`config.mk`:
```
export PLATFORM = sky130hd
export DESIGN_NAME = sigma_delta_dac
export DESIGN_NICKNAME = d
export VERILOG_FILES = /design/src/rtl/sigma_delta_dac.sv
export SDC_FILE = /design/constraint.sdc
export NUM_CORES = 1
export LEC_CHECK = 0
export ABC_AREA = 1
export BUFFER_PORTS_ARGS = -buffer_cell sky130_fd_sc_hd__buf_4
export CORE_ASPECT_RATIO = 1.2
export CORE_UTILIZATION = 35
export CTS_BUF_LIST = sky130_fd_sc_hd__clkbuf_8
export DETAILED_ROUTE_END_ITERATION = 6
export GPL_TIMING_DRIVEN = 0
export SETUP_SLACK_MARGIN = 0.5
export SLEW_MARGIN = 25
export SYNTH_ARGS = -nofsm -noshare
export SYNTH_HDL_FRONTEND = slang
export SYNTH_SLANG_ARGS = --single-unit
```
`constraint.sdc`:
```
create_clock -name clk -period 3 [get_ports clk]
set_input_delay 0.3 -clock clk [delete_from_list [all_inputs] [get_ports clk]]
set_output_delay 0.3 -clock clk [all_outputs]
set_load 0.005 [all_outputs]
```
`src/rtl/sigma_delta_dac.sv`:
```
`default_nettype none
// ============================================================================
// Module      : sigma_delta_dac
// Description : First-order sigma-delta DAC. Accepts unsigned offset-binary
//               PCM samples at clk/BOSR through a valid/ready handshake. Each
//               sample is held for one sample period and modulated by a
//               first-order error-feedback loop onto a 1-bit registered pin.
//               An external RC filter on dac_pin recovers VCC*code/2^WDTH.
//
// Parameters  : BOSR  oversampling ratio, clk cycles per sample (power of 2, >= 4)
//               WDTH  sample width in bits
//
// Ports       : clk          bit clock (sample rate * BOSR)
//               rst          synchronous active-high reset
//               dac_input    PCM sample code
//               dac_valid    dac_input is valid
//               dac_ready    holding register can accept a sample
//               dac_pin      registered 1-bit modulator output
//               dac_strobe   one-cycle pulse at every sample-period boundary
//               dac_underrun one-cycle pulse on a boundary with no sample
//
// Options     : SIGMA_DELTA_DAC_INTERP_EN - when defined, the modulator input
//               ramps linearly from the previous sample to the current one
//               over each sample period (adds one sample period of latency).
//
// Revision    : 1.0 - initial release
// ============================================================================
module sigma_delta_dac #(
    parameter int BOSR = 256,
    parameter int WDTH = 16
) (
    input  logic            clk,
    input  logic            rst,
    input  logic [WDTH-1:0] dac_input,
    input  logic            dac_valid,
    output logic            dac_ready,
    output logic            dac_pin,
    output logic            dac_strobe,
    output logic            dac_underrun
);

    localparam int                 c_cnt_w    = $clog2(BOSR);
    localparam logic [c_cnt_w-1:0] c_cnt_last = c_cnt_w'(BOSR - 1);
    localparam logic [c_cnt_w-1:0] c_cnt_one  = c_cnt_w'(1);

    // Registered state
    logic [c_cnt_w-1:0] cnt_q,       cnt_d;
    logic [WDTH-1:0]    hold_q,      hold_d;
    logic               hold_full_q, hold_full_d;
    logic [WDTH-1:0]    cur_q,       cur_d;
    logic [WDTH-1:0]    acc_q,       acc_d;
    logic               pin_q,       pin_d;

    // Combinational helpers
    logic               w_load;
    logic               w_xfer;
    logic [WDTH-1:0]    w_new;
    logic [WDTH-1:0]    w_mod_in;
    logic [WDTH:0]      w_sum;

    assign w_load = (cnt_q == c_cnt_last);
    assign w_xfer = dac_valid && dac_ready;

    // Sample taken at a boundary: the held one if present, otherwise a
    // same-cycle transfer bypasses the holding register, otherwise repeat.
    assign w_new  = hold_full_q ? hold_q : (w_xfer ? dac_input : cur_q);

    assign dac_ready    = !hold_full_q && !rst;
    assign dac_strobe   = w_load && !rst;
    assign dac_underrun = dac_strobe && !hold_full_q && !w_xfer;
    assign dac_pin      = pin_q;

`ifdef SIGMA_DELTA_DAC_INTERP_EN
    logic signed [WDTH:0]         step_q, step_d;
    logic signed [WDTH+c_cnt_w:0] ip_q,   ip_d;
    logic signed [WDTH:0]         w_step_new;
    logic                         w_ip_unused;

    assign w_step_new  = $signed({1'b0, w_new}) - $signed({1'b0, cur_q});
    assign w_mod_in    = ip_q[WDTH+c_cnt_w-1:c_cnt_w];
    assign w_ip_unused = ^{ip_q[WDTH+c_cnt_w], ip_q[c_cnt_w-1:0]};

    // The ramp restarts from the outgoing sample at each boundary and adds
    // one step per cycle, landing on the incoming sample one period later.
    always_comb begin
        step_d = step_q;
        ip_d   = ip_q + $signed({{c_cnt_w{step_q[WDTH]}}, step_q});
        if (w_load) begin
            step_d = w_step_new;
            ip_d   = $signed({1'b0, cur_q, {c_cnt_w{1'b0}}});
        end
    end

    always_ff @(posedge clk) begin
        if (rst) begin
            step_q <= '0;
            ip_q   <= '0;
        end else begin
            step_q <= step_d;
            ip_q   <= ip_d;
        end
    end
`else
    assign w_mod_in = cur_q;
`endif

    // Carry out of the error accumulator is the output bit; the remainder is
    // kept so the quantisation error carries across sample boundaries.
    assign w_sum = {1'b0, acc_q} + {1'b0, w_mod_in};

    always_comb begin
        cnt_d       = cnt_q + c_cnt_one;
        hold_d      = hold_q;
        hold_full_d = hold_full_q;
        cur_d       = cur_q;
        acc_d       = w_sum[WDTH-1:0];
        pin_d       = w_sum[WDTH];
        if (w_load) begin
            cur_d       = w_new;
            hold_full_d = 1'b0;
        end else if (w_xfer) begin
            hold_d      = dac_input;
            hold_full_d = 1'b1;
        end
    end

    always_ff @(posedge clk) begin
        if (rst) begin
            cnt_q       <= '0;
            hold_q      <= '0;
            hold_full_q <= 1'b0;
            cur_q       <= '0;
            acc_q       <= '0;
            pin_q       <= 1'b0;
        end else begin
            cnt_q       <= cnt_d;
            hold_q      <= hold_d;
            hold_full_q <= hold_full_d;
            cur_q       <= cur_d;
            acc_q       <= acc_d;
            pin_q       <= pin_d;
        end
    end

endmodule
`default_nettype wire

```
* Yosys cells after proc, flatten, opt, wreduce, memory -nomap -nowiden
Index checks and enable logic that the tools add are counted.
** Operators by class
- $add $sub $neg :: 2
- Multiply operators :: 0
- Div/mod/pow operators :: 0
- $lt $le $gt $ge :: 0
- Equal/unequal tests :: 1
- Shifts and indexed selects :: 0
- Muxes and demuxes :: 2
- Bitwise gates (word level) :: 1
- Reduce and logical (&&, ||, !) cells :: 12
** Operators by type and width (count)
- $mux 16 :: 2
- $add 16x16->17 :: 1
- $add 8x1->8 const B :: 1
- $eq 8x8->1 const B :: 1
- $logic_and 1x1->1 :: 5
- $reduce_and 2->1 :: 2
- $logic_not 1->1 :: 3
- $reduce_bool 2->1 :: 1
- $reduce_or 2->1 :: 1
- $not 1->1 :: 1
** Storage, ports and cells
- Bits in registers :: 58
- Latch bits :: 0
- RAM bits :: 0
- Memory bits (read-only) :: 0
- Output and inout port bits :: 4
- Word-level logic and storage cells :: 24
- Memories kept :: 0

* Logic depth before layout (Yosys ltp)
Gate-level depths: netlist of the first run.
- Depth after elaboration :: 5
- Mapped depth :: 11
- Gate-level depth less buffers :: 11

* Least setup slack after synthesis of the first run
Ideal clock, no wire load.
- Kind :: register to output
- From :: register cnt_q[0]
- To :: output port dac_underrun
- Arrival time :: 1.392 ns
- Slack :: 1.308 ns
- Stages on the path, launching flop included :: 9
- Cell sequence :: dfxtp_1 > ha_1 > nand3_2 > nor2_2 > nand2_2 > nor2_8 > nand2_4 > buf_2 > nor3_1
** Between the ends
- Word-level cells in the longest chain between the ends :: 4
** Ends and longest elaborated chain
- start: declaration :: line 47 : logic [c_cnt_w-1:0] cnt_q, cnt_d;
- start signal: assignment :: line 136 : cnt_q <= cnt_d;
- $eq 8x8->1 :: line 61 : assign w_load = (cnt_q == c_cnt_last);
- $logic_and 1x1->1 :: line 69 : assign dac_strobe = w_load && !rst;
- $logic_and 1x1->1 (2 in a row) :: line 70 : assign dac_underrun = dac_strobe && !hold_full_q && !w_xfer;
- end: declaration :: line 39 : output logic dac_underrun
No other way between the ends.

* Final worst setup path of the first run
Ends and elaborated chain as after synthesis.

==> results of run 1 <==
flip-flops by register name, indices dropped and copies added (netlist names):
register     count
cur_q           16
cnt_q            8
hold_q          16
dac_pin          1
hold_full_q      1
acc_q           16
metal layers:
metal  track usage [%]  vias up  share of wire (%)
li1                  -     1609                  -
met1              20.5     1343                 46
met2              31.2       43                 49
met3              2.75       14                2.5
met4              8.64        0                2.1
met5                 0        -                  0
timing repair:
item	in CTS	in global routing
buffers inserted	0	0
setup endpoints to repair	0	1
gates resized for setup	0	1
stage by stage:
stage               power [uW]  cell area, um2  util (%)  worst slack, ns  instances
floorplan                  897            3250         -             1.31        479
global placement           942            3560      39.4            0.972        621
detailed placement         945            3560      39.4            0.962        621
CTS                       1650            3750      41.5            0.576        636
global route              1700            3750      41.5            0.511        636
finish                    1630            3750      41.5            0.637        636
layout make-up:
| type | instances | area, um2 | share of cell area [%] |
|---|---|---|---|
| flip-flops and latches | 58 | 1160 | 30.9 |
| clock inverters | 5 | 47.5 | 1.27 |
| multi-input cells | 339 | 1760 | 46.8 |
| inverters | 61 | 229 | 6.10 |
| repair buffers | 22 | 165 | 4.40 |
| plain buffers | 21 | 105 | 2.80 |
| well taps | 120 | 150 | 4.00 |
| clock buffers | 10 | 138 | 3.67 |
power groups by stage:
stage          logic, uW  registers, uW  clock network (uW)
6_report             128            798                 705
5_1_grt              146            800                 759
4_1_cts              129            798                 720
3_5_place_dp         129            815                   0
3_3_place_gp         127            815                   0
2_1_floorplan       83.3            814                   0
path summary, 6_finish.rpt:
path / start / end / depth (start not counted)
min: dac_input[9] / hold_q[9] / 5
max: cnt_q[0] / dac_underrun / 9
min reg2reg: cnt_q[0] / cnt_q[0] / 1
max reg2reg: cur_q[0] / dac_pin / 8
Yosys cell counts, types with 2 or more instances:
| cell | n |
|---|---|
| sky130_fd_sc_hd__nand2_1 | 128 |
| sky130_fd_sc_hd__inv_1 | 61 |
| sky130_fd_sc_hd__dfxtp_1 | 58 |
| sky130_fd_sc_hd__a21oi_1 | 54 |
| sky130_fd_sc_hd__nor2_1 | 48 |
| sky130_fd_sc_hd__o21ai_0 | 24 |
| sky130_fd_sc_hd__nand3_1 | 18 |
| sky130_fd_sc_hd__ha_1 | 17 |
| sky130_fd_sc_hd__nand4_1 | 16 |
| sky130_fd_sc_hd__nand3_2 | 12 |
| sky130_fd_sc_hd__clkbuf_1 | 11 |
| sky130_fd_sc_hd__buf_2 | 6 |
| sky130_fd_sc_hd__nor3_1 | 6 |
| sky130_fd_sc_hd__and3_1 | 2 |
| sky130_fd_sc_hd__buf_6 | 2 |
| sky130_fd_sc_hd__nand3b_1 | 2 |
| sky130_fd_sc_hd__or2_2 | 2 |
cell families after synthesis:
group / after synthesis
AOI/OAI and AO/OA: 79
DFF: 58
xor gates and xnor gates: 1
and+or+nand+nor: 241
buffers and inverters: 82
adders and majority gates: 18
worst min-delay path: cells and delay by family:
kind                   cells  cell delay, ns
buffers and inverters      2            0.11
AND/OR/NAND/NOR            3            0.17
==> impl_summary.log, run 1 <==
[metrics] number of optimization iterations in the first detailed-route pass: 4
[metrics] switching power summed over all nets: between 300 and 400 uW
[metrics] Total Routed Length: 7630 um
[metrics] clk slew on worst S/H paths: approximately 0.07 ns
[metrics] number of antenna violations at the first check in global routing: 0
[metrics] largest net degree at the start of global routing: 11
[metrics] global-route wire length before repair: approximately 13000 um
[metrics] cell with the biggest individual delay on the critical path: sky130_fd_sc_hd__dfxtp_1
[metrics] clock tree root buffer cell: sky130_fd_sc_hd__clkbuf_8
[metrics] instance count of the mapped netlist: around 480
[metrics] leakage power of the design: around 0.0018 uW
[metrics] headroom to the max-slew limit: just under 60%
[metrics] largest area contributor in the synthesized netlist: sky130_fd_sc_hd__dfxtp_1
[metrics] final setup violating endpoints: 0
[metrics] Least-Margin Pin Slew: 0.635 ns
[metrics] total negative setup slack: 0 ns
[metrics] post-synth design cell area: roughly 3200 um2
[metrics] hold_ws: around 0.27 ns
[metrics] peak ir drop on the vdd network: ~190 uV
[metrics] Hold WC Path Type: in -> reg
[metrics] period utilization: between 70% and 80%
[metrics] top fanout value on the critical path: 10
[metrics] floorplan die area: slightly below 10000 um2
[metrics] Antenna Diode Count: 0
[metrics] number of buffer and inverter stages on the critical path: 2
[metrics] area of the core: ~9000 um2
[metrics] fraction of layout instances using a drive strength above 1: ~13%
[metrics] DRT iter0 DRCs: between 100 and 150
[metrics] net count of the finished layout: ~550
[metrics] synthesized area per cell: just under 7 um2
[metrics] count of H-tree levels built during CTS: 3
[metrics] critical path's top delay family: simple AND/OR/NAND/NOR gates
[metrics] xor/xnor share of the synthesized area: 0.270%
[metrics] leading cell type in the layout, fill and taps excluded: sky130_fd_sc_hd__nand2_1
[metrics] antenna-violating nets left: 0
[metrics] Fin Clk Skew: approximately 0.0048 ns
[metrics] die span in x: 89.9 um
[metrics] routed via count: about 3k
[metrics] Area growth, synth to finish: 15.6%
[metrics] residual DRC count: 0
[metrics] Fmax achieved: 423 MHz
[metrics] required time of the worst setup path: approximately 2.7 ns
[metrics] Arrival @ worst endpoint: a little over 2 ns
[metrics] type of the worst setup path: reg -> out
[metrics] biggest area contributors in the synthesized netlist: sky130_fd_sc_hd__dfxtp_1 (36%), sky130_fd_sc_hd__nand2_1 (15%), sky130_fd_sc_hd__a21oi_1 (8.3%)
[metrics] initial core utilization: 35.9%
[metrics] dominant combinational cell family by area after synthesis: simple AND/OR/NAND/NOR gates
[metrics] weighted congestion at the end of routability-driven global placement: between 0.8 and 0.9
[metrics] Pwr Density: between 400 and 500 nW/um2
[metrics] TritonCTS clock tree: done
[metrics] vias in the first global route: ~2.9k
[metrics] final hold vios: 0
[metrics] FFs w/ async S/R, synth: 0%
[metrics] compound-gate portion of the synthesized area: about an eighth
[metrics] total I/O pin count: 23
[metrics] status: complete, no violations
[metrics] Cell Int Power: approximately 1200 uW
[metrics] element type at the critical path start: flip-flop
[metrics] combinational cell fraction of total power: 7.9%
[metrics] Fillers: between 900 and 1k
[metrics] Synth Area in Simple Gates: 34.1%
[metrics] Clock Sink Count: a little under 60
[metrics] Synth warnings: 0
[metrics] TritonCTS buffer count: 9
[metrics] endpoint kind of the worst setup timing path: primary output
[metrics] proportion of power drawn by the clock network: between 40% and 50%
[metrics] Die Y: roughly 110 um
[metrics] number of distinct library cells after synthesis: 29
[metrics] most used cells in the layout excluding fill and tap cells: sky130_fd_sc_hd__nand2_1 (128), sky130_fd_sc_hd__inv_1 (63), sky130_fd_sc_hd__dfxtp_1 (58)
[metrics] Top FF cell, synth: sky130_fd_sc_hd__dfxtp_1
[metrics] hold buffers post-CTS: 0
[metrics] count of final max-slew check failures: 0
[metrics] Max Buffers Root-to-Sink: 2
[metrics] global-route congestion overflow total: 0
[metrics] largest incremental delay on the critical path: about 0.35 ns
[metrics] post-detailed-placement half-perimeter wirelength: approximately 5800 um
[metrics] number of I/O port buffers: 22
[metrics] count of flip-flops with a built-in enable after synthesis: 0
[metrics] critical path, cell by cell: ha_1 > nand3_2 > nor2_2 > nand2_2 > nor2_8 > nand2_4 > buf_2 > nor3_2 > buf_4
[metrics] number of standard-cell rows in the floorplan: 38
[metrics] routed wire length per instance: roughly 12 um
[metrics] adder-cell share of the synthesized area: around 7.2%
[metrics] sequential fraction of the synthesis area: 35.8%
[metrics] number of flip-flops and latches in the synthesized netlist: 58
[metrics] post-layout minimum cycle time: between 2 and 2.5 ns
[metrics] number of nets produced by synthesis: roughly 520
[metrics] Switching Fraction: roughly a quarter
[metrics] relative contribution of sequential cells to total power: roughly half
[metrics] unrepaired setup endpoints after global routing: false
[metrics] vias per std cell: 4.73
[metrics] Max-Cap Viols: 0
[metrics] proportion of synthesized area in mux cells: 0%
[metrics] Register-to-Register Setup Slack: around 1.1 ns
[metrics] area share of the leading cell type in the synthesized netlist: 35.8%
[metrics] overall track demand over capacity in global routing: 17.5%
[metrics] clock network latency to the later pin of the worst-skew pair: around 0.34 ns
No activity file was read; power rests on OpenSTA's default activity.
==> run 2: changes to the inputs <==
==> constraint.sdc (replaced) <==
create_clock -name clk -period 2.2 [get_ports clk]
set_input_delay 0.22 -clock clk [delete_from_list [all_inputs] [get_ports clk]]
set_output_delay 0.22 -clock clk [all_outputs]
set_load 0.005 [all_outputs]
==> impl_summary.log, run 2 (synthesized netlist as in run 1, its figures left out) <==
[metrics] status: complete, no violations
[metrics] Fmax achieved: 532 MHz
[metrics] Arrival @ worst endpoint: about 1.7 ns
[metrics] element type at the critical path start: flip-flop
[metrics] clock network latency to the later pin of the worst-skew pair: about 0.34 ns
[metrics] floorplan die area: between 9000 and 10000 um2
[metrics] total negative setup slack: 0 ns
[metrics] Antenna Diode Count: 0
[metrics] Hold WC Path Type: in -> reg
[metrics] Least-Margin Pin Slew: 0.630 ns
[metrics] final setup violating endpoints: 0
[metrics] Max-Cap Viols: 0
[metrics] clk slew on worst S/H paths: around 0.060 ns
[metrics] clock tree root buffer cell: sky130_fd_sc_hd__clkbuf_8
[metrics] total I/O pin count: 23
[metrics] number of I/O port buffers: 22
[metrics] largest incremental delay on the critical path: 0.35 ns
[metrics] residual DRC count: 0
[metrics] net count of the finished layout: about 560
[metrics] Pwr Density: ~560 nW/um2
[metrics] die span in x: around 90 um
[metrics] number of optimization iterations in the first detailed-route pass: 4
[metrics] Area growth, synth to finish: 22.4%
[metrics] leakage power of the design: 0.00188 uW
[metrics] fraction of layout instances using a drive strength above 1: a little under a fifth
[metrics] peak ir drop on the vdd network: ~260 uV
[metrics] vias per std cell: approximately 4.8
[metrics] most used cell, CP: sky130_fd_sc_hd__nand2_4
[metrics] Fin Clk Skew: about 0.0046 ns
[metrics] final hold vios: 0
[metrics] count of H-tree levels built during CTS: 3
[metrics] Die Y: about 110 um
[metrics] number of antenna violations at the first check in global routing: 0
[metrics] endpoint kind of the worst setup timing path: primary output
[metrics] antenna-violating nets left: 0
[metrics] weighted congestion at the end of routability-driven global placement: between 0.8 and 0.9
[metrics] post-route cell area: roughly 4000 um2
[metrics] Max Buffers Root-to-Sink: 2
[metrics] Setup WS post-layout: between 0.3 and 0.4 ns
[metrics] required time of the worst setup path: 1.98 ns
[metrics] routed via count: between 3k and 4k
[metrics] number of buffer and inverter stages on the critical path: 2
[metrics] unrepaired setup endpoints after global routing: true
[metrics] type of the worst setup path: reg -> out
[metrics] TritonCTS clock tree: done
[metrics] worst setup slack after placement: 0.242 ns
[metrics] critical path, cell by cell: ha_4 > nand3_4 > nor2_4 > nand2_4 > nor2_8 > nand2_4 > buf_8 > nor3_4 > buf_4
[metrics] hold_ws: around 0.19 ns
[metrics] total chip power: approximately 2200 uW
[metrics] routed wire length per instance: ~12 um
[metrics] global-route congestion overflow total: 0
[metrics] Register-to-Register Setup Slack: around 0.56 ns
[metrics] largest net degree at the start of global routing: 11
[metrics] initial core utilization: between 30% and 40%
[metrics] leading cell type in the layout, fill and taps excluded: sky130_fd_sc_hd__nand2_1
[metrics] number of standard-cell rows in the floorplan: 38
[metrics] headroom to the max-slew limit: 58.0%
[metrics] cell with the biggest individual delay on the critical path: sky130_fd_sc_hd__dfxtp_2
[metrics] Total Routed Length: slightly below 8000 um
[metrics] hold buffers post-CTS: 0
[metrics] overall track demand over capacity in global routing: 17.8%
[metrics] area of the core: approximately 9000 um2
[metrics] critical path's top delay family: simple AND/OR/NAND/NOR gates
[metrics] top fanout value on the critical path: 3
[metrics] vias in the first global route: between 2k and 3k
[metrics] post-detailed-placement half-perimeter wirelength: just under 6000 um
[metrics] period utilization: a little under nine tenths
[metrics] Largest regs: acc_q: 16 flops, cur_q: 16 flops, hold_q: 16 flops
[metrics] most used cells in the layout excluding fill and tap cells: sky130_fd_sc_hd__nand2_1 (122), sky130_fd_sc_hd__inv_1 (63), sky130_fd_sc_hd__dfxtp_1 (55)
[metrics] post-layout minimum cycle time: 1.88 ns
[metrics] DRT iter0 DRCs: just over 100
[metrics] Clock Sink Count: 58
[metrics] TritonCTS buffer count: 9
[metrics] placed standard-cell area: 3560 um2
[metrics] global-route wire length before repair: around 14000 um
[metrics] count of final max-slew check failures: 0
==> run 2: path summary, 6_finish.rpt <==
check	from	cells after the start	to
worst max register to register	cur_q[0]	8	dac_pin
worst max-delay path	cnt_q[0]	9	dac_underrun
worst min register to register	cur_q[15]	2	cur_q[15]
worst min-delay path	dac_input[9]	5	hold_q[9]
==> run 2: worst min-delay path, cell delays in order <==
cell	delay, ns
sky130_fd_sc_hd__buf_4	0.07
sky130_fd_sc_hd__inv_1	0.04
sky130_fd_sc_hd__nand3_2	0.06
sky130_fd_sc_hd__nand2_1	0.04
sky130_fd_sc_hd__nor2_1	0.07
==> run 2: layout make-up <==
type	instances	area [um2]
inverter	61	229
clock buffer	10	138
sequential	58	1160
multi-input combinational	339	1890
fill	972	5060
timing repair buffer	30	225
tap	120	150
buffer	21	125
clock inverter	5	47.5
==> run 2: layer usage <==
layer | GRT usage [%] | wire (um) | up-vias
li1 | - | - | 1622
met1 | 20.5 | 3580 | 1382
met2 | 31.7 | 3930 | 47
met3 | 2.97 | 228 | 15
met4 | 9.22 | 166 | 0
met5 | 0 | 0 | -
==> run 2: repair_timing <==
item                                    in CTS  in global routing
hold endpoints to repair                     0                  0
buffers inserted                             7                  1
pin swaps                                    5                  8
gates resized for setup                     22                 16
endpoints found under the setup margin      24                 23
==> run 2: where the power goes <==
| group | internal, uW | leakage (uW) | switching, uW | total, uW |
|---|---|---|---|---|
| logic | 76.1 | 0.00131 | 110 | 186 |
| registers | 1080 | 0.000472 | 14.3 | 1090 |
| clock network | 535 | 0.000105 | 430 | 965 |
| total | 1690 | 0.00188 | 554 | 2240 |
==> run 2: through the flow <==
stage | std cells | util, %
global placement | 621 | 39.4
finish | 644 | 44.0
floorplan | 479 | -
global route | 644 | 44.0
CTS | 643 | 43.1
detailed placement | 621 | 39.4
